[src/rtl/bht_predictor.sv]
// Branch history table: 2-bit saturating counters with a 1-cycle registered prediction.
// Define BHT_PREDICTOR_GSHARE_EN to XOR a global history into the index (gshare).
module bht_predictor #(
    parameter int unsigned BHT_ENTRIES = 32,
    parameter int unsigned BHT_HIST    = 3,
    parameter int unsigned VLEN        = 32
) (
    input  logic            clk_i,
    input  logic            rst_ni,
    input  logic            flush_bp_i,
    input  logic            lookup_valid_i,
    input  logic [VLEN-1:0] lookup_pc_i,
    output logic            pred_valid_o,
    output logic            pred_taken_o,
    input  logic            update_valid_i,
    input  logic [VLEN-1:0] update_pc_i,
    input  logic            update_taken_i
);

    localparam int unsigned IDX_W = $clog2(BHT_ENTRIES);

    logic [1:0]       cnt [BHT_ENTRIES];
    logic [IDX_W-1:0] lkp_idx;
    logic [IDX_W-1:0] upd_idx;
    logic [1:0]       upd_old;
    logic [1:0]       upd_new;
    logic [1:0]       lkp_cnt;
    logic             pred_valid;
    logic             pred_taken;
    logic             unused_bits;

`ifdef BHT_PREDICTOR_GSHARE_EN
    logic [BHT_HIST-1:0] hist;

    // Both indices use the history held at the start of the cycle.
    assign lkp_idx = lookup_pc_i[IDX_W:1] ^ IDX_W'(hist);
    assign upd_idx = update_pc_i[IDX_W:1] ^ IDX_W'(hist);

    always_ff @(posedge clk_i or negedge rst_ni) begin
        if (!rst_ni) begin
            hist <= '0;
        end else if (flush_bp_i) begin
            hist <= '0;
        end else if (update_valid_i) begin
            hist <= BHT_HIST'({hist, update_taken_i});
        end
    end

    assign unused_bits = ^{lookup_pc_i[VLEN-1:IDX_W+1], lookup_pc_i[0],
                           update_pc_i[VLEN-1:IDX_W+1], update_pc_i[0]};
`else
    localparam logic [0:0] HistLsb = 1'(BHT_HIST);

    assign lkp_idx = lookup_pc_i[IDX_W:1];
    assign upd_idx = update_pc_i[IDX_W:1];

    assign unused_bits = ^{lookup_pc_i[VLEN-1:IDX_W+1], lookup_pc_i[0],
                           update_pc_i[VLEN-1:IDX_W+1], update_pc_i[0], HistLsb};
`endif

    assign upd_old = cnt[upd_idx];

    always_comb begin
        upd_new = upd_old;
        if (update_taken_i) begin
            if (upd_old != 2'b11) upd_new = upd_old + 2'b01;
        end else begin
            if (upd_old != 2'b00) upd_new = upd_old - 2'b01;
        end
    end

    // Same-cycle update to the looked-up entry is forwarded into the prediction.
    always_comb begin
        lkp_cnt = cnt[lkp_idx];
        if (update_valid_i && (upd_idx == lkp_idx)) lkp_cnt = upd_new;
    end

    always_ff @(posedge clk_i or negedge rst_ni) begin
        if (!rst_ni) begin
            for (int i = 0; i < int'(BHT_ENTRIES); i++) cnt[i] <= 2'b01;
            pred_valid <= 1'b0;
            pred_taken <= 1'b0;
        end else if (flush_bp_i) begin
            for (int i = 0; i < int'(BHT_ENTRIES); i++) cnt[i] <= 2'b01;
            pred_valid <= 1'b0;
            pred_taken <= 1'b0;
        end else begin
            if (update_valid_i) cnt[upd_idx] <= upd_new;
            pred_valid <= lookup_valid_i;
            pred_taken <= lookup_valid_i & lkp_cnt[1];
        end
    end

    assign pred_valid_o = pred_valid;
    assign pred_taken_o = pred_taken;

endmodule

[config.mk]
export PLATFORM = sky130hd
export DESIGN_NAME = bht_predictor
export DESIGN_NICKNAME = d
export VERILOG_FILES = /design/src/rtl/bht_predictor.sv
export SDC_FILE = /design/constraint.sdc
export NUM_CORES = 1
export LEC_CHECK = 0
export BUFFER_PORTS_ARGS = -buffer_cell sky130_fd_sc_hd__buf_2
export CELL_PAD_IN_SITES_DETAIL_PLACEMENT = 0
export CELL_PAD_IN_SITES_GLOBAL_PLACEMENT = 2
export CORE_MARGIN = 2
export CORE_UTILIZATION = 34
export DETAILED_ROUTE_END_ITERATION = 7
export MAX_ROUTING_LAYER = met4
export PLACE_DENSITY_LB_ADDON = 0.1
export REMOVE_ABC_BUFFERS = 1
export SYNTH_ARGS = -nofsm -noshare
export SYNTH_HDL_FRONTEND = slang
export SYNTH_SLANG_ARGS = --single-unit
[constraint.sdc]
create_clock -name clk_i -period 2.05 [get_ports clk_i]
set_clock_uncertainty 0.1 [all_clocks]
set_input_delay 0.1025 -clock clk_i [delete_from_list [all_inputs] [get_ports clk_i]]
set_output_delay 0.1025 -clock clk_i [all_outputs]
set_load 0.05 [all_outputs]
**Word-level counts from Yosys, hierarchy flattened**

Index checks and enable logic that the tools add are counted.

- Bits in registers: 66
- Bits of input ports: 70
- Output and inout port bits: 2
- Word-level logic and storage cells: 65

- Add/subtract/negate cells: 2
- Magnitude comparators: 3
- Eq/ne operators: 2
- Mux-type cells: 17
- Bitwise logic cells: 3
- Reduce and logical (&&, ||, !) cells: 4

Operator list:

| operator | number |
|---|---|
| 2-to-1 mux 64 bit | 2 |
| bitwise mux 64 bit | 1 |
| binary-select mux 2 bit (select 5 bit) | 2 |
| 2-to-1 mux 2 bit | 9 |
| >= comparator 6 bit, second input constant | 2 |
| inverter 5 -> 6 bit | 2 |
| demux 2 bit (select 5 bit) | 1 |
| < comparator 6 x 1 -> 1 bit, second input constant | 1 |
| equality test 5 bit | 1 |
| nonzero test 2 bit | 2 |
| adder 2 x 1 -> 2 bit, second input constant | 1 |
| logical AND 1 bit | 2 |
| 2-to-1 mux 1 bit | 2 |
| != test 2 bit, second input constant | 1 |
| subtractor 2 x 1 -> 2 bit, second input constant | 1 |
| AND 1 bit | 1 |

**Longest topological paths before layout**

- Depth in word-level cells: 10
- Mapped depth: 10
- Depth with buffers taken out: 6

**Least setup slack after synthesis**

No wires, ideal clock.

- Kind: in2reg
- Start: input port update_pc_i[2]
- End: register cnt[39] in the netlist's numbering
- Setup time: 0.140 ns
- Arrival: 1.730 ns
- Required time: 1.810 ns
- Slack: 0.080 ns
- Stages on the path: 10
- Path buffers: 4
- Cells stage by stage: buf_6 buf_6 buf_6 mux2i_1 o221ai_1 a22oi_1 nand3b_1 a21oi_4 buf_6 a211oi_1

- Word-level cells in the longest chain between the ends: 10
- Elaborated cells between the ends (all ways): 19
- Classes of those cells: 2 x add/sub; 2 x order compare; 1 x eq/ne; 11 x mux; 1 x bitwise; 2 x reduce/logical

Ends and longest elaborated chain:

| item | RTL line | source |
|---|---|---|
| from (decl) | 16 | `input logic [VLEN-1:0] update_pc_i,` |
| inverter 5 -> 6 bit (not written as such) (*) | 61, 88 |  |
| binary-select mux 2 bit (select 5 bit) | 61 | `assign upd_old = cnt[upd_idx];` |
| 2-to-1 mux 2 bit (not written as such) (2 in series) | 61 |  |
| subtractor 2 x 1 -> 2 bit, or another cell as far along | 68 | `if (upd_old != 2'b00) upd_new = upd_old - 2'b01;` |
| 2-to-1 mux 2 bit, on equally long branches | 68, 66 |  |
| 2-to-1 mux 2 bit | 65 | `if (update_taken_i) begin` |
| bitwise mux 64 bit (*) | 88 | `if (update_valid_i) cnt[upd_idx] <= upd_new;` |
| 2-to-1 mux 64 bit (*) | 88 |  |
| 2-to-1 mux 64 bit (*) | 83 | `end else if (flush_bp_i) begin` |
| to (signal, indexed assignment) | 88 |  |
| to (decl) | 22 | `logic [1:0] cnt [BHT_ENTRIES];` |

Mark *: on every way between the ends. The rest lies on a longest branch, timed or not. The select of a mux whose other input is x is not followed.
A chain may end at the register's enable or synchronous reset.

**Worst setup path after layout**

- Start: register cnt[8] in the netlist's numbering
- End: register cnt[39] in the netlist's numbering

- Word-level cells in the longest chain between the ends: 9
- Elaborated cells between the ends (all ways): 13
- Classes of those cells: 2 x add/sub; 1 x eq/ne; 9 x mux; 1 x reduce/logical

Ends and longest elaborated chain:

| item | RTL line |
|---|---|
| binary-select mux 2 bit (select 5 bit) (*) | 61 |
| 2-to-1 mux 2 bit (not written as such) (*) (2 in series) | 61 |
| subtractor 2 x 1 -> 2 bit, or another cell as far along | 68 |
| 2-to-1 mux 2 bit, on equally long branches | 68, 66 |
| 2-to-1 mux 2 bit (*) | 65 |
| bitwise mux 64 bit (*) | 88 |
| 2-to-1 mux 64 bit (*) | 88 |
| 2-to-1 mux 64 bit (*) | 83 |

Marked as above.

==> results.toml <==
[timing]
setup-violations-final = 42
finalHoldWorstSlack_ps = 40.9
final.period_utilization = 1.03
timing.final.max_slew_violations = 0
finalHoldViolCount = 0
grt_setup_unrepaired = "true"
final.setup.worst_slack_ps = -67.6
final.min_clock_period_ps = 2120
slew_limit_headroom = 0.721
worst_slew_pin_slew_ps = 416
maxClockFrequency_ghz = 0.472

[synth]
postSynthRegisterBits = 66
mappedNetlistArea_um2 = 3980
syn_area_per_cell_um2 = 9.28
edff_count_synth = 0
synth-async-reset-ratio = 1.00
yosys_most_used_dff = "sky130_fd_sc_hd__dfrtp_1"
ys_seq_area_frac = 0.425
synth_cell_types = 42
yosys_warnings = 0
synth_cells = 429

[clock_network]
cts_made_buffers = 9
clock-sinks = 66
clock_tree_from_tritoncts = "built"
largest_buffer_count_on_any_clock_path = 2
cts_htree_levels = 3
clk_latency_ps = 340
clk_transition_reported_paths_ps = 50
cts-root-buf = "sky130_fd_sc_hd__clkbuf_16"

[detailed_routing]
detailedRoute.firstIterationViolations = 212
wire_length_per_cell_after_detailed_routing_um = 19.9
drt_pass1_iterations = 4
drcViolationCount = 0
postRouteAntennaNets = 0
vias = 3439
postRouteWirelength_mm = 12.3
via_count_normalized_by_instance_count = 5.56

[global_routing]
wire_length_of_the_first_global_routing_pass_mm = 18.6
groute.usage.overall = 0.201
number_of_antenna_violations_at_the_first_check_in_global_routing = 0
grt_start_max_net_pins = 67
grt_pass1_vias = 3185
grt.overflow.total = 0

[layout]
final_net_count = 541
drive_above_1_share = 0.401
areaGrowthSynthToFinish_pct = 28.2
layout.cells.most_common_list = "49 x sky130_fd_sc_hd__nor2_1, 36 x sky130_fd_sc_hd__a21oi_1, 34 x sky130_fd_sc_hd__dfrtp_1, 32 x sky130_fd_sc_hd__dfstp_2, 31 x sky130_fd_sc_hd__buf_4"
insertedDiodeCount = 0
layout.cells.most_common = "sky130_fd_sc_hd__nor2_1"

[status]
run_status = "finished, violations left"
violations = "setup timing"

[floorplanning]
ioPinCount = 72
std_cell_rows = 39
die_width_um = 112
design.core.area_um2 = 11400
fp.dieArea_um2 = 12600
start_util = 0.349
chipHeight_um = 112

[setup_path]
critPathMaxFanout = 6
reg2reg_setup_slack_ps = -70
worst_setup_path_end_kind = "flop"
worst-endpoint-arrival_ps = 2230
crit_path_required_time_ps = 2160
timing.setup.critical_path_class = "flop to flop"
critPathLaunchType = "flop"

[placed_design]
portBuffers = 17
finalWeightedCongestion = 0.768
hpwl_mm = 8.18
preCtsSetupSlack_ps = -193

[job]
cap_violations = 0

[power_and_ir_drop]
p_leak_nw = 1.95
vdd_drop_max_mv = 0.443
cellPowerDensity_nw_per_um2 = 664

[min_path]
min_delay_path_class = "input pin to flop"
## registers in the layout, indices dropped and copies added, names as in the netlist
register and cells:
cnt 64, pred_taken_o 1, pred_valid_o 1
## final timing paths
| path | startpoint | end | depth (start not counted) |
|---|---|---|---|
| max in group asynchronous | rst_ni | cnt[54] | 3 |
| hold reg to reg | cnt[52] | cnt[52] | 2 |
| hold / removal | flush_bp_i | pred_valid_o | 2 |
| min in group asynchronous | rst_ni | cnt[7] | 3 |
| setup / recovery | cnt[8] | cnt[39] | 8 |
| setup reg to reg | cnt[8] | cnt[39] | 8 |
## Yosys cell counts, types with 11 or more instances
cell type / n / area, um^2
sky130_fd_sc_hd__clkbuf_1: 13 / 48.8
sky130_fd_sc_hd__nor2_1: 49 / 184
sky130_fd_sc_hd__o21ai_1: 30 / 150
sky130_fd_sc_hd__dfstp_2: 32 / 841
sky130_fd_sc_hd__inv_1: 11 / 41.3
sky130_fd_sc_hd__o21ai_0: 26 / 130
sky130_fd_sc_hd__buf_2: 12 / 60.1
sky130_fd_sc_hd__mux2i_1: 33 / 330
sky130_fd_sc_hd__a21oi_1: 54 / 270
sky130_fd_sc_hd__nand2_1: 29 / 109
sky130_fd_sc_hd__dfrtp_1: 34 / 851
## routing by layer
| layer | vias up | GRT usage | part of all wire |
|---|---|---|---|
| met5 | - | - | 0 |
| met1 | 1725 | 0.285 | 0.49 |
| li1 | 1648 | - | - |
| met2 | 49 | 0.288 | 0.46 |
| met4 | 0 | 0.0829 | 0.022 |
| met3 | 17 | 0.0319 | 0.029 |
## final cells by class
type / instances / area, um^2
clock buffer: 13 / 250
tap: 143 / 179
fill: 1130 / 6310
clock inverter: 3 / 15.0
timing repair buffer: 66 / 633
sequential: 66 / 1690
inverter: 12 / 45.0
multi-input combinational: 316 / 2290
## power by group
| part | switching [mW] | leakage, nW | internal, mW | total (mW) |
|---|---|---|---|---|
| sequential | 0.0118 | 0.809 | 1.33 | 1.34 |
| clock | 0.561 | 0.133 | 0.845 | 1.41 |
| combinational | 0.365 | 1.00 | 0.280 | 0.645 |
| total | 0.938 | 1.95 | 2.45 | 3.39 |
## critical path, cell delays in order, from the launching register on
cell,delay (ps)
sky130_fd_sc_hd__dfstp_2,360
sky130_fd_sc_hd__mux2i_1,190
sky130_fd_sc_hd__o22ai_1,110
sky130_fd_sc_hd__mux4_2,470
sky130_fd_sc_hd__o21bai_4,200
sky130_fd_sc_hd__a21oi_4,200
sky130_fd_sc_hd__buf_12,150
sky130_fd_sc_hd__clkbuf_16,150
sky130_fd_sc_hd__a211oi_1,60
## stage by stage
step	cells	power (mW)	instance area, um^2	TNS [ps]	util
6_report	619	3.39	5110	-1540	0.447
5_1_grt	619	3.54	5110	-5150	0.447
4_1_cts	611	3.29	4730	-6.20	0.414
3_5_place_dp	592	1.86	4420	-11230	0.387
3_3_place_gp	592	1.86	4420	-11510	0.387
2_1_floorplan	394	1.56	3780	-3150	-
## cells by family (layout without fill, tap and decap cells)
family	count (synthesis)	count (layout)	share of synthesized area
muxes	43	43	0.139
AOI/OAI and AO/OA	149	149	0.219
xor gates and xnor gates	5	5	0.0110
DFF	66	66	0.425
and+or+nand+nor	119	119	0.144
buffers and inverters	47	94	0.0622
## what timing repair did
action / CTS / global route
pin swaps: 1 / 32
setup buffers: 1 / 3
endpoints found under the hold margin: 68 / 0
hold buffers: 2 / 0
setup endpoints to repair: 65 / 64
gates resized for setup: 3 / 62
cloned: 0 / 5
Power figures use the tool's default switching activity.
